<file path="src/rtl/conn_setup_sequencer.sv">
// Connection-setup command sequencer: turns one open/close descriptor into the ordered frame stream for rpc.
// Optional per-type completion counters are built when CONN_SETUP_STATS_EN is defined.

package conn_setup_pkg;
  typedef enum logic [2:0] {
    SETUP_CONN_ID        = 3'd0,
    SETUP_OPEN           = 3'd1,
    SETUP_DEST_IPV4      = 3'd2,
    SETUP_DEST_PORT      = 3'd3,
    SETUP_CLIENT_FLOW_ID = 3'd4,
    SETUP_QP_FIELDS      = 3'd5,
    SETUP_ENABLE         = 3'd6
  } conn_setup_cmd_e;

  typedef struct packed {
    conn_setup_cmd_e cmd;
    logic [63:0]     data;
  } ConnSetupFrame;

  typedef logic [7:0] ConnSetupStatus;
endpackage

// state  | meaning
// IDLE   | ready for a descriptor
// SEND   | one frame strobe on the output this cycle
// GAP    | idle spacing between frames
// SETTLE | waiting for rpc to settle after the Enable frame
// RESP   | one-cycle completion pulse
module conn_setup_sequencer
  import conn_setup_pkg::*;
#(
  parameter int NIC_ID        = 0,
  parameter int CONN_ID_WIDTH = 16,
  parameter int FLOW_ID_WIDTH = 8,
  parameter int FRAME_GAP     = 0,
  parameter int SETTLE_CYCLES = 4
) (
  input  logic                     clk,
  input  logic                     reset,
  input  logic                     req_valid,
  output logic                     req_ready,
  input  logic                     req_open,
  input  logic [CONN_ID_WIDTH-1:0] req_conn_id,
  input  logic [31:0]              req_dest_ip,
  input  logic [15:0]              req_dest_port,
  input  logic [FLOW_ID_WIDTH-1:0] req_client_flow_id,
  input  logic [15:0]              req_remote_qp_num,
  input  logic [15:0]              req_p_key,
  input  logic [31:0]              req_q_key,
  output logic                     conn_setup_en_out,
  output ConnSetupFrame            conn_setup_frame_out,
  input  ConnSetupStatus           conn_setup_status_in,
  input  logic                     rpc_error_in,
  output logic                     resp_valid,
  output logic                     resp_error,
  output ConnSetupStatus           resp_status,
  output logic                     busy
`ifdef CONN_SETUP_STATS_EN
  ,
  output logic [31:0]              stat_opens,
  output logic [31:0]              stat_closes,
  output logic [31:0]              stat_errors
`endif
);

  if (SETTLE_CYCLES < 1 || FRAME_GAP < 0 || NIC_ID < 0 ||
      CONN_ID_WIDTH > 64 || FLOW_ID_WIDTH > 64) begin : g_param_check
    $error("conn_setup_sequencer: illegal parameter value");
  end

  localparam int GAP_W = (FRAME_GAP > 1) ? $clog2(FRAME_GAP) : 1;
  localparam int SET_W = (SETTLE_CYCLES > 1) ? $clog2(SETTLE_CYCLES) : 1;
  localparam logic [2:0] LAST_OPEN  = 3'd6;
  localparam logic [2:0] LAST_CLOSE = 3'd2;

  typedef enum logic [2:0] {
    S_IDLE   = 3'd0,
    S_SEND   = 3'd1,
    S_GAP    = 3'd2,
    S_SETTLE = 3'd3,
    S_RESP   = 3'd4
  } state_e;

  state_e                   r_state, w_state_nxt;
  logic [2:0]               r_idx, w_idx_nxt, w_next_idx, w_last_idx;
  logic [GAP_W-1:0]         r_gap_cnt, w_gap_nxt;
  logic [SET_W-1:0]         r_settle_cnt, w_settle_nxt;

  logic                     r_open;
  logic [CONN_ID_WIDTH-1:0] r_conn_id;
  logic [31:0]              r_dest_ip;
  logic [15:0]              r_dest_port;
  logic [FLOW_ID_WIDTH-1:0] r_client_flow_id;
  logic [15:0]              r_remote_qp_num;
  logic [15:0]              r_p_key;
  logic [31:0]              r_q_key;
  logic                     r_err_base;

  logic                     r_en, w_en_nxt;
  ConnSetupFrame            r_frame, w_frame_nxt, w_cand_frame;
  logic                     r_resp_valid, w_resp_valid_nxt;
  logic                     r_resp_error;
  ConnSetupStatus           r_resp_status;
  logic                     w_accept, w_capture;

  assign w_last_idx = r_open ? LAST_OPEN : LAST_CLOSE;
  // In GAP the index was already advanced when leaving SEND.
  assign w_next_idx = (r_state == S_GAP) ? r_idx : r_idx + 3'd1;

  always_comb begin : cand_frame
    w_cand_frame = '0;
    if (r_open) begin
      w_cand_frame.cmd = conn_setup_cmd_e'(w_next_idx);
    end else begin
      case (w_next_idx)
        3'd0:    w_cand_frame.cmd = SETUP_CONN_ID;
        3'd1:    w_cand_frame.cmd = SETUP_OPEN;
        default: w_cand_frame.cmd = SETUP_ENABLE;
      endcase
    end
    case (w_cand_frame.cmd)
      SETUP_CONN_ID:        w_cand_frame.data = 64'(r_conn_id);
      SETUP_OPEN:           w_cand_frame.data = {63'b0, r_open};
      SETUP_DEST_IPV4:      w_cand_frame.data = {32'b0, r_dest_ip};
      SETUP_DEST_PORT:      w_cand_frame.data = {48'b0, r_dest_port};
      SETUP_CLIENT_FLOW_ID: w_cand_frame.data = 64'(r_client_flow_id);
      SETUP_QP_FIELDS:      w_cand_frame.data = {r_remote_qp_num, r_p_key, r_q_key};
      default:              w_cand_frame.data = 64'b0;
    endcase
  end

  always_comb begin : fsm_next
    w_state_nxt      = r_state;
    w_idx_nxt        = r_idx;
    w_gap_nxt        = r_gap_cnt;
    w_settle_nxt     = r_settle_cnt;
    w_en_nxt         = 1'b0;
    w_frame_nxt      = '0;
    w_resp_valid_nxt = 1'b0;
    w_accept         = 1'b0;
    w_capture        = 1'b0;
    case (r_state)
      S_IDLE: begin
        if (req_valid) begin
          w_accept         = 1'b1;
          w_state_nxt      = S_SEND;
          w_idx_nxt        = 3'd0;
          w_en_nxt         = 1'b1;
          w_frame_nxt.cmd  = SETUP_CONN_ID;
          w_frame_nxt.data = 64'(req_conn_id);
        end
      end
      S_SEND: begin
        if (r_idx > w_last_idx) begin
          w_state_nxt = S_IDLE;
        end else if (r_idx == w_last_idx) begin
          w_state_nxt  = S_SETTLE;
          w_settle_nxt = SET_W'(SETTLE_CYCLES - 1);
        end else if (FRAME_GAP > 0) begin
          w_state_nxt = S_GAP;
          w_idx_nxt   = r_idx + 3'd1;
          w_gap_nxt   = GAP_W'(FRAME_GAP - 1);
        end else begin
          w_idx_nxt   = r_idx + 3'd1;
          w_en_nxt    = 1'b1;
          w_frame_nxt = w_cand_frame;
        end
      end
      S_GAP: begin
        if (r_idx > w_last_idx) begin
          w_state_nxt = S_IDLE;
        end else if (r_gap_cnt == '0) begin
          w_state_nxt = S_SEND;
          w_en_nxt    = 1'b1;
          w_frame_nxt = w_cand_frame;
        end else begin
          w_gap_nxt = r_gap_cnt - 1'b1;
        end
      end
      S_SETTLE: begin
        if (r_settle_cnt == '0) begin
          w_capture        = 1'b1;
          w_state_nxt      = S_RESP;
          w_resp_valid_nxt = 1'b1;
        end else begin
          w_settle_nxt = r_settle_cnt - 1'b1;
        end
      end
      S_RESP:  w_state_nxt = S_IDLE;
      default: w_state_nxt = S_IDLE;
    endcase
  end

  always_ff @(posedge clk) begin : state_reg
    if (!reset) r_state <= S_IDLE;
    else        r_state <= w_state_nxt;
  end

  always_ff @(posedge clk) begin : datapath_reg
    if (!reset) begin
      r_idx            <= '0;
      r_gap_cnt        <= '0;
      r_settle_cnt     <= '0;
      r_open           <= 1'b0;
      r_conn_id        <= '0;
      r_dest_ip        <= '0;
      r_dest_port      <= '0;
      r_client_flow_id <= '0;
      r_remote_qp_num  <= '0;
      r_p_key          <= '0;
      r_q_key          <= '0;
      r_err_base       <= 1'b0;
      r_en             <= 1'b0;
      r_frame          <= '0;
      r_resp_valid     <= 1'b0;
      r_resp_error     <= 1'b0;
      r_resp_status    <= '0;
    end else begin
      r_idx        <= w_idx_nxt;
      r_gap_cnt    <= w_gap_nxt;
      r_settle_cnt <= w_settle_nxt;
      r_en         <= w_en_nxt;
      r_frame      <= w_frame_nxt;
      r_resp_valid <= w_resp_valid_nxt;
      if (w_accept) begin
        r_open           <= req_open;
        r_conn_id        <= req_conn_id;
        r_dest_ip        <= req_dest_ip;
        r_dest_port      <= req_dest_port;
        r_client_flow_id <= req_client_flow_id;
        r_remote_qp_num  <= req_remote_qp_num;
        r_p_key          <= req_p_key;
        r_q_key          <= req_q_key;
        r_err_base       <= rpc_error_in;
      end
      // An rpc error already present at accept belongs to an earlier request.
      if (w_capture) begin
        r_resp_status <= conn_setup_status_in;
        r_resp_error  <= rpc_error_in & ~r_err_base;
      end
    end
  end

  assign req_ready            = (r_state == S_IDLE);
  assign busy                 = (r_state != S_IDLE);
  assign conn_setup_en_out    = r_en;
  assign conn_setup_frame_out = r_frame;
  assign resp_valid           = r_resp_valid;
  assign resp_error           = r_resp_error;
  assign resp_status          = r_resp_status;

`ifdef CONN_SETUP_STATS_EN
  logic [31:0] r_stat_opens, r_stat_closes, r_stat_errors;

  always_ff @(posedge clk) begin : stats_reg
    if (!reset) begin
      r_stat_opens  <= '0;
      r_stat_closes <= '0;
      r_stat_errors <= '0;
    end else if (r_resp_valid) begin
      if (r_open && (r_stat_opens != '1))   r_stat_opens  <= r_stat_opens + 32'd1;
      if (!r_open && (r_stat_closes != '1)) r_stat_closes <= r_stat_closes + 32'd1;
      if (r_resp_error && (r_stat_errors != '1)) r_stat_errors <= r_stat_errors + 32'd1;
    end
  end

  assign stat_opens  = r_stat_opens;
  assign stat_closes = r_stat_closes;
  assign stat_errors = r_stat_errors;
`endif

endmodule
</file>
<file path="config.mk">
export PLATFORM = sky130hd
export DESIGN_NAME = conn_setup_sequencer
export DESIGN_NICKNAME = d
export VERILOG_FILES = /design/src/rtl/conn_setup_sequencer.sv
export SDC_FILE = /design/constraint.sdc
export NUM_CORES = 1
export LEC_CHECK = 0
export ABC_AREA = 1
export BUFFER_PORTS_ARGS = -buffer_cell sky130_fd_sc_hd__buf_4
export CAP_MARGIN = 5
export CORE_MARGIN = 4
export CORE_UTILIZATION = 45
export DETAILED_ROUTE_END_ITERATION = 10
export PLACE_DENSITY = 0.7
export SLEW_MARGIN = 15
export SYNTH_ARGS = -nofsm -noshare
export SYNTH_HDL_FRONTEND = slang
export SYNTH_SLANG_ARGS = --single-unit
</file>
<file path="constraint.sdc">
create_clock -name clk -period 2.5 [get_ports clk]
set_input_delay 0.25 -clock clk [delete_from_list [all_inputs] [get_ports clk]]
set_output_delay 0.25 -clock clk [all_outputs]
set_load 0.01 [all_outputs]
</file>
==> Yosys cells after proc, flatten, opt, wreduce, memory -nomap -nowiden <==
Index checks and enable logic that the tools add are counted.
{ "word_totals": {"ff_bits": 225, "ramBits": 0, "inputBits": 149, "latch_bits": 0, "mem_bits_ro": 0, "output_inout_bits": 80, "wordCells": 91, "mem_count": 0} }
{ "op_classes": {"reduce_logical": 11, "multipliers": 0, "n_mux": 36, "n_addsub": 3, "magnitude_cmp": 1, "bitwise": 3, "n_eq_ne": 18, "n_div": 0, "shift": 0} }
{ "ops": {"columns": ["operator", "n"], "rows": [
  ["$pmux 64 s6", 1],
  ["$mux 67", 4],
  ["$pmux 67 s3", 1],
  ["$mux 3", 12],
  ["$mux 16", 1],
  ["$eq 3x2->1 const B", 4],
  ["$ne 2x2->1 const B", 6],
  ["$pmux 3 s2", 2],
  ["$pmux 3 s4", 1],
  ["$reduce_and 4->1", 3],
  ["$eq 3x1->1 const B", 3],
  ["$logic_not 3->1", 3],
  ["$mux 1", 9],
  ["$eq 3x3->1 const B", 2],
  ["$mux 2", 3],
  ["$pmux 2 s2", 1],
  ["$reduce_bool 2->1", 2],
  ["$add 3x1->3 const B", 1],
  ["$eq 3x3->1", 1],
  ["$gt 3x3->1", 1],
  ["$ne 3x2->1 const B", 1],
  ["$ne 3x3->1 const B", 1],
  ["$pmux 1 s3", 1],
  ["$reduce_bool 3->1", 1],
  ["6 further kinds", 7]
]} }

==> Logic depth before layout (Yosys ltp) <==
Gate-level depths: netlist of run 1.
{ "depth": {"word_depth": 10, "mapped_depth": 14, "mapped_depth_nobuf": 13} }

==> Least setup slack after synthesis of run 1 <==
OpenSTA, ideal clock, no wires.
{ "synth_timing": {"path_kind": "flip-flop to flip-flop", "start": "reg r_open", "end": "reg r_frame, in the netlist conn_setup_frame_out[22]", "path_buffers": 1, "synth_period_minus_slack_ps": 1902, "setup_time_ps": 62, "setup_slack_ps": 598, "required_ps": 2438, "path_stages_with_launch": 12, "t_arrival_ps": 1840, "path_cell_list": "dfxtp_1 -> inv_1 -> ha_1 -> a21o_1 -> nand2_1 -> nand3_1 -> nand2_1 -> nand2_2 -> a21oi_4 -> inv_2 -> buf_6 -> nor2_2"} }
{ "synth_via": {"elab_chain_cells": 6, "elab_cells_between_ends": 16, "cone_classes": "order compare: 1; eq/ne: 6; mux: 8; reduce/logical: 1"} }
{ "synth_lines": {"columns": ["element", "line", "text"], "rows": [
  ["start, declared", "89", "logic r_open;"],
  ["start signal, assigned", "226", "r_open <= req_open;"],
  ["$mux 3", "112", "if (r_open) begin"],
  ["$eq 3x3->1 (tied with other cells)", "121", "case (w_cand_frame.cmd)"],
  ["$pmux 64 s6", "121", null],
  ["$mux 67 (on tied branches)", "172, 156", null],
  ["$mux 67 (on tied branches)", "170, 154", null],
  ["$pmux 67 s3 *", "142", "case (r_state)"],
  ["end signal, assigned", "223", "r_frame <= w_frame_nxt;"],
  ["end, declared", "100", "ConnSetupFrame r_frame, w_frame_nxt, w_cand_frame;"]
]} }
Mark *: on every way between the ends. The rest lies on a longest branch, timed or not.
A chain may end at the register's enable or synchronous reset.

==> Worst setup path in the final report of run 1 <==
{ "layout_timing": {"start": "reg r_idx[0]", "end": "reg r_frame, in the netlist conn_setup_frame_out[30]"} }
{ "layout_via": {"elab_chain_cells": 10, "elab_cells_between_ends": 20, "cone_classes": "add/sub: 1; order compare: 1; eq/ne: 7; mux: 9; reduce/logical: 2"} }
{ "layout_lines": {"columns": ["element", "line", "text"], "rows": [
  ["start, declared", "85", "logic [2:0] r_idx, w_idx_nxt, w_next_idx, w_last_idx;"],
  ["start signal, assigned", "219", "r_idx <= w_idx_nxt;"],
  ["$add 3x1->3", "108", "assign w_next_idx = (r_state == S_GAP) ? r_idx : r_idx + 3'd1;"],
  ["$mux 3", "108", null],
  ["$eq 3x1->1 / $logic_not 3->1 (equally long branches)", "115", "case (w_next_idx)"],
  ["$pmux 3 s2", "115", null],
  ["$mux 3", "112", null],
  ["$eq 3x3->1 (tied with other cells)", "121", null],
  ["$pmux 64 s6", "121", null],
  ["$mux 67 (on tied branches)", "172, 156", null],
  ["$mux 67 (on tied branches)", "170, 154", null],
  ["$pmux 67 s3 *", "142", null]
]} }
Marks and branches as above.

==> flow_results.xml, run 1 <==
<?xml version="1.0" encoding="UTF-8"?>
<metrics>
  <group name="global_routing">
    <metric name="grt_most_used_layer" unit="">met2</metric>
    <metric name="globalRouteMet1Util" unit="%">29.85</metric>
    <metric name="antenna_found_initial" unit="">1</metric>
    <metric name="pin_count_of_the_biggest_net_entering_global_routing" unit="">128</metric>
    <metric name="grt_use_met3" unit="%">3.831</metric>
    <metric name="global_route.overflow_total" unit="">0</metric>
    <metric name="track_usage" unit="%">21.82</metric>
    <metric name="global_route.usage.met2" unit="%">35.76</metric>
    <metric name="global_route_wire_length_before_repair" unit="mm">39.17</metric>
    <metric name="first_global_vias" unit="">7751</metric>
  </group>
  <group name="clock_tree">
    <metric name="post_cts.repair.setup_buffers" unit="">0</metric>
    <metric name="clk_pin_slew_worst_paths" unit="ns">0.06</metric>
    <metric name="clock_insertion_delay_worst_skew" unit="ns">0.50</metric>
    <metric name="tritoncts_num_sinks" unit="">224</metric>
    <metric name="h_tree_levels" unit="">1</metric>
    <metric name="clk_path_buf_depth" unit="">3</metric>
    <metric name="cts_buffers" unit="">24</metric>
    <metric name="clockRootBuffer" unit="">clkbuf_16</metric>
    <metric name="cts_tree" unit="">built</metric>
  </group>
  <group name="logic_synthesis">
    <metric name="synth_edf_count" unit="">0</metric>
    <metric name="adder_and_majority_gate_portion_of_the_synthesized_area" unit="%">0.5873</metric>
    <metric name="synth_top_cell_area_share" unit="%">52.62</metric>
    <metric name="syn-cell-area" unit="sq mm">0.008522</metric>
    <metric name="syn_avg_cell_area" unit="sq um">7.740</metric>
    <metric name="post_synth_xor_area_fraction" unit="%">0</metric>
    <metric name="largest_family_of_logic_cells_by_synthesized_area" unit="">simple AND/OR/NAND/NOR gates</metric>
    <metric name="synthTopCellsByArea" unit="">dfxtp_1, o21ai_0, nor2_1</metric>
    <metric name="post-synth-top-count-cell" unit="">dfxtp_1</metric>
    <metric name="syn_nets" unit="">1254</metric>
    <metric name="netlist.top_cell.by_area" unit="">dfxtp_1</metric>
    <metric name="synth.mux.area_fraction" unit="%">0</metric>
    <metric name="ys_warn_count" unit="">0</metric>
    <metric name="yosysSeqAreaShare" unit="%">52.62</metric>
    <metric name="synth-main-ff-cell" unit="">dfxtp_1</metric>
    <metric name="synth_cells" unit="">1101</metric>
    <metric name="postSynth.asyncResetShare" unit="%">0</metric>
    <metric name="synth-compound-area-share" unit="%">15.97</metric>
    <metric name="synth.ff_latch_count" unit="">224</metric>
    <metric name="post_synth_most_frequent_cells" unit="">dfxtp_1, nor2_1, nand2_1, o21ai_0, inv_1</metric>
    <metric name="synth_simple_gate_area_share" unit="%">21.58</metric>
    <metric name="synth_cell_types" unit="">34</metric>
  </group>
  <group name="route">
    <metric name="num_vias" unit="">8159</metric>
    <metric name="via_per_inst" unit="">5.030</metric>
    <metric name="avgRoutedWirePerCell" unit="microns">14.97</metric>
    <metric name="detail_route.drc_violations" unit="">0</metric>
    <metric name="drt_iter0_markers" unit="">586</metric>
    <metric name="drt_first_pass_iters" unit="">5</metric>
    <metric name="wirelength" unit="mm">24.28</metric>
    <metric name="antenna_violating_nets_post_route" unit="">0</metric>
  </group>
  <group name="worst_setup_path">
    <metric name="setup.worst_path.class" unit="">reg2reg</metric>
    <metric name="critical_path_peak_fanout" unit="">22</metric>
    <metric name="worstSetupEndpointType" unit="">flop</metric>
    <metric name="start_kind" unit="">flop</metric>
    <metric name="worst_ep_arrival_time" unit="ns">2.76</metric>
    <metric name="critPathRequiredTime" unit="ns">2.93</metric>
  </group>
  <group name="timing">
    <metric name="finalHoldWorstSlack" unit="ns">0.008146</metric>
    <metric name="fin_skew" unit="ns">0.007868</metric>
    <metric name="maxSlewViolCount" unit="">0</metric>
    <metric name="max_slew_margin" unit="%">51.12</metric>
    <metric name="maxClockFrequency" unit="MHz">429.8</metric>
    <metric name="layout_min_cycle_time" unit="ns">2.327</metric>
    <metric name="fin_setup_tns" unit="ns">0</metric>
    <metric name="fin_crit_sh" unit="%">93.08</metric>
    <metric name="timing.final.hold_violations" unit="">0</metric>
    <metric name="worst-slew-pin-transition" unit="ns">0.7332</metric>
    <metric name="rsz_0062_raised_after_global_routing" unit="">no</metric>
    <metric name="setup_viol" unit="">0</metric>
  </group>
  <group name="final_layout">
    <metric name="areaGrowthSynthToFinish" unit="%">39.79</metric>
    <metric name="nets" unit="">1522</metric>
    <metric name="layout-drive-gt1-share" unit="%">23.36</metric>
  </group>
  <group name="status">
    <metric name="run_status" unit="">complete, no violations</metric>
  </group>
  <group name="floorplanning">
    <metric name="chipWidth" unit="microns">145.6</metric>
    <metric name="die_h" unit="microns">145.6</metric>
    <metric name="pin_count" unit="">229</metric>
    <metric name="core.rowCount" unit="">50</metric>
    <metric name="core" unit="sq mm">0.01864</metric>
    <metric name="starting_density_of_the_core" unit="%">45.71</metric>
    <metric name="dieArea" unit="sq mm">0.02120</metric>
  </group>
  <group name="power">
    <metric name="vdd_drop_max" unit="uV">543.6</metric>
    <metric name="power_leakage" unit="nW">5.372</metric>
    <metric name="pwr_density_cell" unit="mW/mm^2">901.7</metric>
  </group>
  <group name="min_path">
    <metric name="worstHoldPathType" unit="">in2reg</metric>
  </group>
  <group name="placement">
    <metric name="dp.final_hpwl" unit="mm">15.67</metric>
    <metric name="place.gp.congestion" unit="">0.8248</metric>
    <metric name="place.port_buffers" unit="">228</metric>
  </group>
  <group name="flow_run">
    <metric name="max_cap_viol_count" unit="">0</metric>
  </group>
</metrics>
-- report_power, final --
group	leakage [nW]	switching [W]	internal, W
clock	0.432	0.00140	0.00237
combinational	3.10	0.00175	0.000918
sequential	1.84	0.000222	0.00408
total	5.37	0.00337	0.00737
-- through the flow --
step                      cell area (sq um)  total power (W)  std cells  utilization, %  setup WS [ns]
after global placement                10370         0.006876       1510           55.63        0.09148
final                                 11910          0.01074       1622           63.90         0.1731
after detailed placement              10370         0.006921       1510           55.63       -0.01616
after floorplan                        8522         0.006096       1101               -         0.5982
after CTS                             11910          0.01078       1621           63.89         0.1884
after global routing                  11910          0.01131       1622           63.90       0.006764
-- critical path: stages (launching register included) --
cell	delay [ns]
dfxtp_1	0.39
inv_1	0.11
ha_1	0.31
inv_1	0.06
nand2_1	0.06
nand2_1	0.12
nor2_8	0.29
nand2_2	0.37
o22ai_1	0.30
clkinv_1	0.12
nor2_2	0.12
-- repair_timing --
item,CTS,global route
hold buffers,67,0
endpoints found under the setup margin,6,0
gates resized for setup,1,0
hold endpoints to repair,67,0
-- final cells by class --
cell class,instances,area (sq um)
clock inverter,8,118.9
antenna,1,2.502
clock buffer,36,747.0
tap,234,292.8
inverter,119,451.7
multi-input combinational,686,3253
timing repair buffer,314,2562
sequential,224,4484
fill,1573,6730
-- flip-flops by register name, indices dropped and copies added (netlist names), 3 cells and up --
register,cells
conn_setup_frame_out,67
resp_status,8
r_remote_qp_num,16
r_q_key,32
r_p_key,16
r_client_flow_id,8
r_idx,3
r_conn_id,16
r_state,3
r_dest_ip,32
r_dest_port,16
-- final timing paths --
path         slack (ns)  depth (start not counted)                       end           startpoint
max                0.17                         10  conn_setup_frame_out[30]             r_idx[0]
min               0.008                          3   conn_setup_frame_out[9]       req_conn_id[9]
min reg2reg        0.43                          2  conn_setup_frame_out[62]  r_remote_qp_num[14]
max reg2reg        0.17                         10  conn_setup_frame_out[30]             r_idx[0]
-- logic make-up (layout without fill, tap and decap cells) --
group,Yosys count,count (layout)
simple gates,420,420
compound gates,262,262
flops,224,224
buf+inv,191,477
fa+ha+maj,4,4
other cells,0,1
-- placed cells by master (no fill, tap or decap), drive strengths merged --
master,synthesis,routed
buf,35,247
dfxtp,224,224
nor2,174,174
nand2,149,149
o21ai,138,138
inv,111,112
a21oi,102,102
nand3,79,79
dlygate4sd3,0,67
clkbuf,37,36
o22ai,17,17
nand4,15,15
clkinv,8,12
ha,4,4
bufinv,0,3
nor3,2,2
diode,0,1
nand3b,1,1
a21o,1,1
o211ai,1,1
a211oi,1,1
o211a,1,1
a31oi,1,1
-- per-layer routing --
metal,part of all wire (%),wire length [microns],vias to the layer above
met4,2.6,635,0
met2,46,11200,308
met5,0,0,-
li1,-,-,4082
met3,7.0,1700,43
met1,44,10750,3726
No activity file was read; power rests on OpenSTA's default activity.
==> inputs of run 2 (changes only) <==
- HOLD_SLACK_MARGIN: not set -> 0.06
- clock period: 2.5 -> 2.8 ns (I/O delays scaled with it)
==> flow_results.xml, run 2 (same netlist as run 1, synthesis figures left out) <==
<?xml version="1.0" encoding="UTF-8"?>
<metrics>
  <group name="global_routing">
    <metric name="antenna_found_initial" unit="">0</metric>
    <metric name="global_route_wire_length_before_repair" unit="mm">39.39</metric>
    <metric name="first_global_vias" unit="">7947</metric>
    <metric name="global_route.overflow_total" unit="">0</metric>
    <metric name="pin_count_of_the_biggest_net_entering_global_routing" unit="">81</metric>
    <metric name="track_usage" unit="%">21.97</metric>
  </group>
  <group name="worst_setup_path">
    <metric name="worstSetupEndpointType" unit="">flop</metric>
    <metric name="worst_ep_arrival_time" unit="ns">2.90</metric>
    <metric name="timing.rr.end" unit="">conn_setup_frame_out[23]</metric>
    <metric name="ff2ff_path_depth" unit="">9</metric>
    <metric name="setup_slack_reg_to_reg" unit="ns">0.34</metric>
    <metric name="critical_path.reg2reg.startpoint" unit="">r_state[2]</metric>
    <metric name="start_kind" unit="">flop</metric>
    <metric name="setup.worst_path.class" unit="">reg2reg</metric>
    <metric name="critPathRequiredTime" unit="ns">3.24</metric>
    <metric name="critical_path_peak_fanout" unit="">34</metric>
  </group>
  <group name="floorplanning">
    <metric name="die_h" unit="microns">145.6</metric>
    <metric name="dieArea" unit="sq mm">0.02120</metric>
    <metric name="core" unit="sq mm">0.01864</metric>
    <metric name="pin_count" unit="">229</metric>
    <metric name="core.rowCount" unit="">50</metric>
    <metric name="chipWidth" unit="microns">145.6</metric>
    <metric name="starting_density_of_the_core" unit="%">45.71</metric>
  </group>
  <group name="clock_tree">
    <metric name="cts_buffers" unit="">23</metric>
    <metric name="h_tree_levels" unit="">1</metric>
    <metric name="clk_pin_slew_worst_paths" unit="ns">0.06</metric>
    <metric name="post_cts.repair.setup_buffers" unit="">0</metric>
    <metric name="cts_tree" unit="">built</metric>
    <metric name="clockRootBuffer" unit="">clkbuf_16</metric>
    <metric name="tritoncts_num_sinks" unit="">224</metric>
    <metric name="clk_path_buf_depth" unit="">3</metric>
    <metric name="clock_insertion_delay_worst_skew" unit="ns">0.49</metric>
  </group>
  <group name="min_path">
    <metric name="hold_path_depth" unit="">3</metric>
    <metric name="worstHoldPathType" unit="">in2reg</metric>
    <metric name="holdPathEnd" unit="">r_q_key[21]</metric>
    <metric name="holdCritStartpoint" unit="">req_q_key[21]</metric>
  </group>
  <group name="final_layout">
    <metric name="areaGrowthSynthToFinish" unit="%">38.47</metric>
    <metric name="design_area" unit="sq mm">0.01180</metric>
    <metric name="nets" unit="">1524</metric>
    <metric name="antenna_cells" unit="">0</metric>
    <metric name="layout.cells.most_common" unit="">buf_4</metric>
    <metric name="layout.filler_cells" unit="">1609</metric>
    <metric name="layoutNonFillerInstCount" unit="">1621</metric>
    <metric name="layout-drive-gt1-share" unit="%">22.64</metric>
    <metric name="final_core_util" unit="%">63.30</metric>
    <metric name="largest_register_ff_count" unit="">67</metric>
    <metric name="top_library_cells_by_usage_in_the_layout_fill_and_taps_aside" unit="">buf_4, dfxtp_1, nor2_1, nand2_1, o21ai_0</metric>
  </group>
  <group name="timing">
    <metric name="fin_crit_sh" unit="%">88.01</metric>
    <metric name="worst-slew-pin-transition" unit="ns">0.7227</metric>
    <metric name="fin_setup_tns" unit="ns">0</metric>
    <metric name="timing.final.hold_violations" unit="">0</metric>
    <metric name="maxSlewViolCount" unit="">0</metric>
    <metric name="fin_skew" unit="ns">0.007242</metric>
    <metric name="max_slew_margin" unit="%">51.82</metric>
    <metric name="finalHoldWorstSlack" unit="ns">0.07312</metric>
    <metric name="rsz_0062_raised_after_global_routing" unit="">no</metric>
    <metric name="layout_min_cycle_time" unit="ns">2.464</metric>
    <metric name="setup_viol" unit="">0</metric>
    <metric name="maxClockFrequency" unit="MHz">405.8</metric>
  </group>
  <group name="route">
    <metric name="drt_iter0_markers" unit="">489</metric>
    <metric name="drt_first_pass_iters" unit="">5</metric>
    <metric name="num_vias" unit="">8192</metric>
    <metric name="wirelength" unit="mm">24.13</metric>
    <metric name="avgRoutedWirePerCell" unit="microns">14.89</metric>
    <metric name="detail_route.drc_violations" unit="">0</metric>
    <metric name="via_per_inst" unit="">5.054</metric>
    <metric name="antenna_violating_nets_post_route" unit="">0</metric>
  </group>
  <group name="placement">
    <metric name="place_area" unit="sq mm">0.01032</metric>
    <metric name="place.port_buffers" unit="">228</metric>
    <metric name="placed_cells_incl_taps" unit="">1505</metric>
    <metric name="place.gp.congestion" unit="">0.8724</metric>
    <metric name="dp.final_hpwl" unit="mm">15.77</metric>
  </group>
  <group name="power">
    <metric name="power_leakage" unit="nW">5.305</metric>
    <metric name="pwr_density_cell" unit="mW/mm^2">769.2</metric>
    <metric name="vdd_drop_max" unit="uV">423.7</metric>
  </group>
  <group name="flow_run">
    <metric name="max_cap_viol_count" unit="">0</metric>
  </group>
  <group name="status">
    <metric name="run_status" unit="">complete, no violations</metric>
  </group>
</metrics>
==> run 2: worst max-delay path by stage <==
stage	start	endpoint	slack (ns)	cells past startpoint
after floorplan	r_open	conn_setup_frame_out[22]	0.90	11
final	r_state[2]	conn_setup_frame_out[23]	0.34	9
after global placement	r_state[1]	conn_setup_frame_out[25]	0.34	8
after detailed placement	r_state[1]	conn_setup_frame_out[25]	0.23	8
after global routing	r_state[2]	conn_setup_frame_out[25]	0.11	9
after CTS	r_state[1]	conn_setup_frame_out[30]	0.19	8
==> run 2: what timing repair did <==
action / 4_1_cts / 5_1_grt
hold buffers: 75 / 0
resized for setup: 0 / 1
hold endpoints to repair: 85 / 0
setup endpoints to repair: 0 / 15
==> run 2: cell type report <==
class | instances | area [sq um] | share of cell area, %
well taps | 234 | 292.8 | 2.481
repair buffers | 317 | 2592 | 21.97
clock inverters | 9 | 76.32 | 0.6468
flip-flops and latches | 224 | 4484 | 38.00
clock buffers | 32 | 649.4 | 5.503
multi-input cells | 686 | 3253 | 27.57
inverters | 119 | 451.7 | 3.828
==> run 2: power by group <==
group          internal [W]  total [W]  switching, W
logic              0.000790    0.00231       0.00152
clock network       0.00171    0.00293       0.00122
registers           0.00364    0.00384      0.000197
total               0.00614    0.00908       0.00293
==> run 2: stage by stage <==
step	worst slack (ns)	power [W]
4_1_cts	0.1872	0.009120
3_3_place_gp	0.3378	0.006061
6_report	0.3359	0.009077
3_5_place_dp	0.2337	0.006101
5_1_grt	0.1134	0.009589
2_1_floorplan	0.8982	0.005442
==> run 2: layer usage <==
layer,share of wire (%),GRT usage [%],vias to the layer above
li1,-,-,4098
met1,45,29.19,3756
met2,46,36.29,287
met3,7.0,4.267,51
met4,2.7,7.028,0
met5,0,0,-
==> run 2: critical path, stage by stage, from the launching register on <==
cell and delay [ns]:
dfxtp_1 0.35, nor2_2 0.27, buf_4 0.21, nand3_1 0.08
nand2_2 0.12, buf_4 0.34, nand2_1 0.50, o22ai_1 0.33
clkinv_1 0.12, nor2_2 0.08
==> inputs of run 3 (changes only) <==
- BUFFER_PORTS_ARGS: -buffer_cell sky130_fd_sc_hd__buf_4 -> -buffer_cell sky130_fd_sc_hd__buf_2
==> flow_results.xml, run 3 (same netlist as run 1, synthesis figures left out) <==
<?xml version="1.0" encoding="UTF-8"?>
<metrics>
  <group name="final_layout">
    <metric name="final_core_util" unit="%">62.32</metric>
    <metric name="area_of_the_multi_input_gates" unit="sq mm">0.003253</metric>
    <metric name="layout.cells.most_common" unit="">buf_2</metric>
    <metric name="antenna_cells" unit="">0</metric>
    <metric name="layout-drive-gt1-share" unit="%">22.43</metric>
    <metric name="layout.filler_cells" unit="">1607</metric>
    <metric name="nets" unit="">1550</metric>
    <metric name="areaGrowthSynthToFinish" unit="%">36.34</metric>
    <metric name="largest_register_ff_count" unit="">67</metric>
    <metric name="final-seq-area" unit="sq mm">0.004484</metric>
    <metric name="top_library_cells_by_usage_in_the_layout_fill_and_taps_aside" unit="">buf_2, dfxtp_1, nor2_1, nand2_1, o21ai_0</metric>
  </group>
  <group name="power">
    <metric name="vdd_drop_max" unit="uV">450.4</metric>
    <metric name="power_leakage" unit="nW">5.343</metric>
    <metric name="pwr_density_cell" unit="mW/mm^2">820.0</metric>
    <metric name="finalPower" unit="W">0.009527</metric>
  </group>
  <group name="worst_setup_path">
    <metric name="critical_path.reg2reg.startpoint" unit="">r_state[1]</metric>
    <metric name="worst_ep_arrival_time" unit="ns">2.87</metric>
    <metric name="worst_path_largest_cell_delay" unit="ns">0.62</metric>
    <metric name="worst_setup_path_endpoint" unit="">conn_setup_frame_out[29]</metric>
    <metric name="critical_path.top_delay_family" unit="">simple AND/OR/NAND/NOR gates</metric>
    <metric name="critical_path.cell_chain" unit="">nand2_2, nand2_1, nand2_4, nor2_8, nand2_2, o22ai_1, clkinv_1, nor2_2</metric>
    <metric name="worstSetupEndpointType" unit="">flop</metric>
    <metric name="start_kind" unit="">flop</metric>
    <metric name="critical_path_s_slowest_cell" unit="">dfxtp_1</metric>
    <metric name="critical_path_peak_fanout" unit="">22</metric>
    <metric name="setup.worst_path.class" unit="">reg2reg</metric>
    <metric name="setup_slack_reg_to_reg" unit="ns">0.36</metric>
    <metric name="critical_path_depth" unit="">8</metric>
    <metric name="buffers_inverters_on_critical_path" unit="">1</metric>
    <metric name="critPathRequiredTime" unit="ns">3.23</metric>
    <metric name="timing.rr.end" unit="">conn_setup_frame_out[29]</metric>
    <metric name="ff2ff_path_depth" unit="">8</metric>
    <metric name="cpMostUsedCell" unit="">nand2_2</metric>
    <metric name="worstSetupStartpoint" unit="">r_state[1]</metric>
  </group>
  <group name="clock_tree">
    <metric name="cts_tree" unit="">built</metric>
    <metric name="h_tree_levels" unit="">1</metric>
    <metric name="clk_pin_slew_worst_paths" unit="ns">0.06</metric>
    <metric name="cts_buffers" unit="">24</metric>
    <metric name="clk_path_buf_depth" unit="">3</metric>
    <metric name="clock_insertion_delay_worst_skew" unit="ns">0.51</metric>
    <metric name="tritoncts_num_sinks" unit="">224</metric>
    <metric name="clockRootBuffer" unit="">clkbuf_16</metric>
    <metric name="post_cts.repair.setup_buffers" unit="">0</metric>
  </group>
  <group name="timing">
    <metric name="setup_viol" unit="">0</metric>
    <metric name="layout_min_cycle_time" unit="ns">2.441</metric>
    <metric name="max_slew_margin" unit="%">40.75</metric>
    <metric name="worst-slew-pin-transition" unit="ns">0.8878</metric>
    <metric name="maxSlewViolCount" unit="">0</metric>
    <metric name="fin_crit_sh" unit="%">87.18</metric>
    <metric name="final_critical_path_setup_slack" unit="ns">0.3590</metric>
    <metric name="timing.final.hold_violations" unit="">0</metric>
    <metric name="fin_setup_tns" unit="ns">0</metric>
    <metric name="rsz_0062_raised_after_global_routing" unit="">no</metric>
    <metric name="maxClockFrequency" unit="MHz">409.7</metric>
    <metric name="fin_skew" unit="ns">0.01105</metric>
  </group>
  <group name="global_routing">
    <metric name="global_route.overflow_total" unit="">0</metric>
    <metric name="track_usage" unit="%">22.37</metric>
    <metric name="antenna_found_initial" unit="">0</metric>
    <metric name="first_global_vias" unit="">7989</metric>
    <metric name="pin_count_of_the_biggest_net_entering_global_routing" unit="">81</metric>
    <metric name="global_route_wire_length_before_repair" unit="mm">39.92</metric>
  </group>
  <group name="status">
    <metric name="run_status" unit="">complete, no violations</metric>
  </group>
  <group name="floorplanning">
    <metric name="chipWidth" unit="microns">145.6</metric>
    <metric name="die_h" unit="microns">145.6</metric>
    <metric name="core.rowCount" unit="">50</metric>
    <metric name="dieArea" unit="sq mm">0.02120</metric>
    <metric name="starting_density_of_the_core" unit="%">45.71</metric>
    <metric name="core" unit="sq mm">0.01864</metric>
    <metric name="pin_count" unit="">229</metric>
  </group>
  <group name="route">
    <metric name="detail_route.drc_violations" unit="">0</metric>
    <metric name="avgRoutedWirePerCell" unit="microns">14.93</metric>
    <metric name="drt_first_pass_iters" unit="">7</metric>
    <metric name="wirelength" unit="mm">24.59</metric>
    <metric name="via_per_inst" unit="">5.007</metric>
    <metric name="antenna_violating_nets_post_route" unit="">0</metric>
    <metric name="num_vias" unit="">8247</metric>
    <metric name="drt_iter0_markers" unit="">544</metric>
  </group>
  <group name="placement">
    <metric name="pre_cts_ws" unit="ns">0.2040</metric>
    <metric name="place.gp.congestion" unit="">0.8380</metric>
    <metric name="dp.final_hpwl" unit="mm">15.42</metric>
    <metric name="place.port_buffers" unit="">228</metric>
  </group>
  <group name="min_path">
    <metric name="hold_path_depth" unit="">3</metric>
    <metric name="worstHoldPathType" unit="">in2reg</metric>
  </group>
  <group name="flow_run">
    <metric name="max_cap_viol_count" unit="">0</metric>
  </group>
</metrics>
-- run 3: final cells by class --
class / instances / area share (%)
clock inverters: 11 / 1.691
well taps: 234 / 2.520
repair buffers: 342 / 19.56
flip-flops and latches: 224 / 38.60
multi-input cells: 686 / 28.00
clock buffers: 31 / 5.751
inverters: 119 / 3.888
-- run 3: worst reg2reg max path: cells and delay by family (launching register included) --
kind	cells	cell delay, ns
buffers and inverters	1	0.13
and+or+nand+nor	6	1.29
DFF	1	0.62
AOI/OAI and AO/OA	1	0.33
-- run 3: worst min path at each step --
stage	slack (ns)	start	endpoint
final	0.08	req_q_key[17]	r_q_key[17]
after global routing	0.07	req_remote_qp_num[10]	r_remote_qp_num[10]
after CTS	0.06	req_remote_qp_num[3]	r_remote_qp_num[3]
after detailed placement	0.42	r_p_key[5]	conn_setup_frame_out[37]
after global placement	0.42	r_p_key[1]	conn_setup_frame_out[33]
after floorplan	0.41	rpc_error_in	resp_error
-- run 3: power by group --
| group | total [W] | internal, W | switching (W) |
|---|---|---|---|
| combinational | 0.00227 | 0.000725 | 0.00155 |
| sequential | 0.00384 | 0.00364 | 0.000198 |
| clock | 0.00342 | 0.00215 | 0.00127 |
-- run 3: what timing repair did --
item	CTS	global route
endpoints found under the hold margin	115	0
gates resized for setup	0	1
endpoints found under the setup margin	0	22
hold buffers	99	0
-- run 3: stage by stage --
stage          std cells  hold WS (ns)  instance area, sq um
2_1_floorplan       1101        0.4145                  8522
3_3_place_gp        1506        0.4218                  9761
3_5_place_dp        1506        0.4233                  9761
4_1_cts             1647       0.06042                 11620
5_1_grt             1647       0.07426                 11620
6_report            1647       0.07505                 11620
-- run 3: metal layers --
metal / track usage [%] / part of all wire, % / vias to the layer above
met3: 4.298 / 7.0 / 46
met1: 30.21 / 45 / 3753
met2: 36.76 / 46 / 310
met5: 0 / 0 / -
li1: - / - / 4138
met4: 6.410 / 2.1 / 0
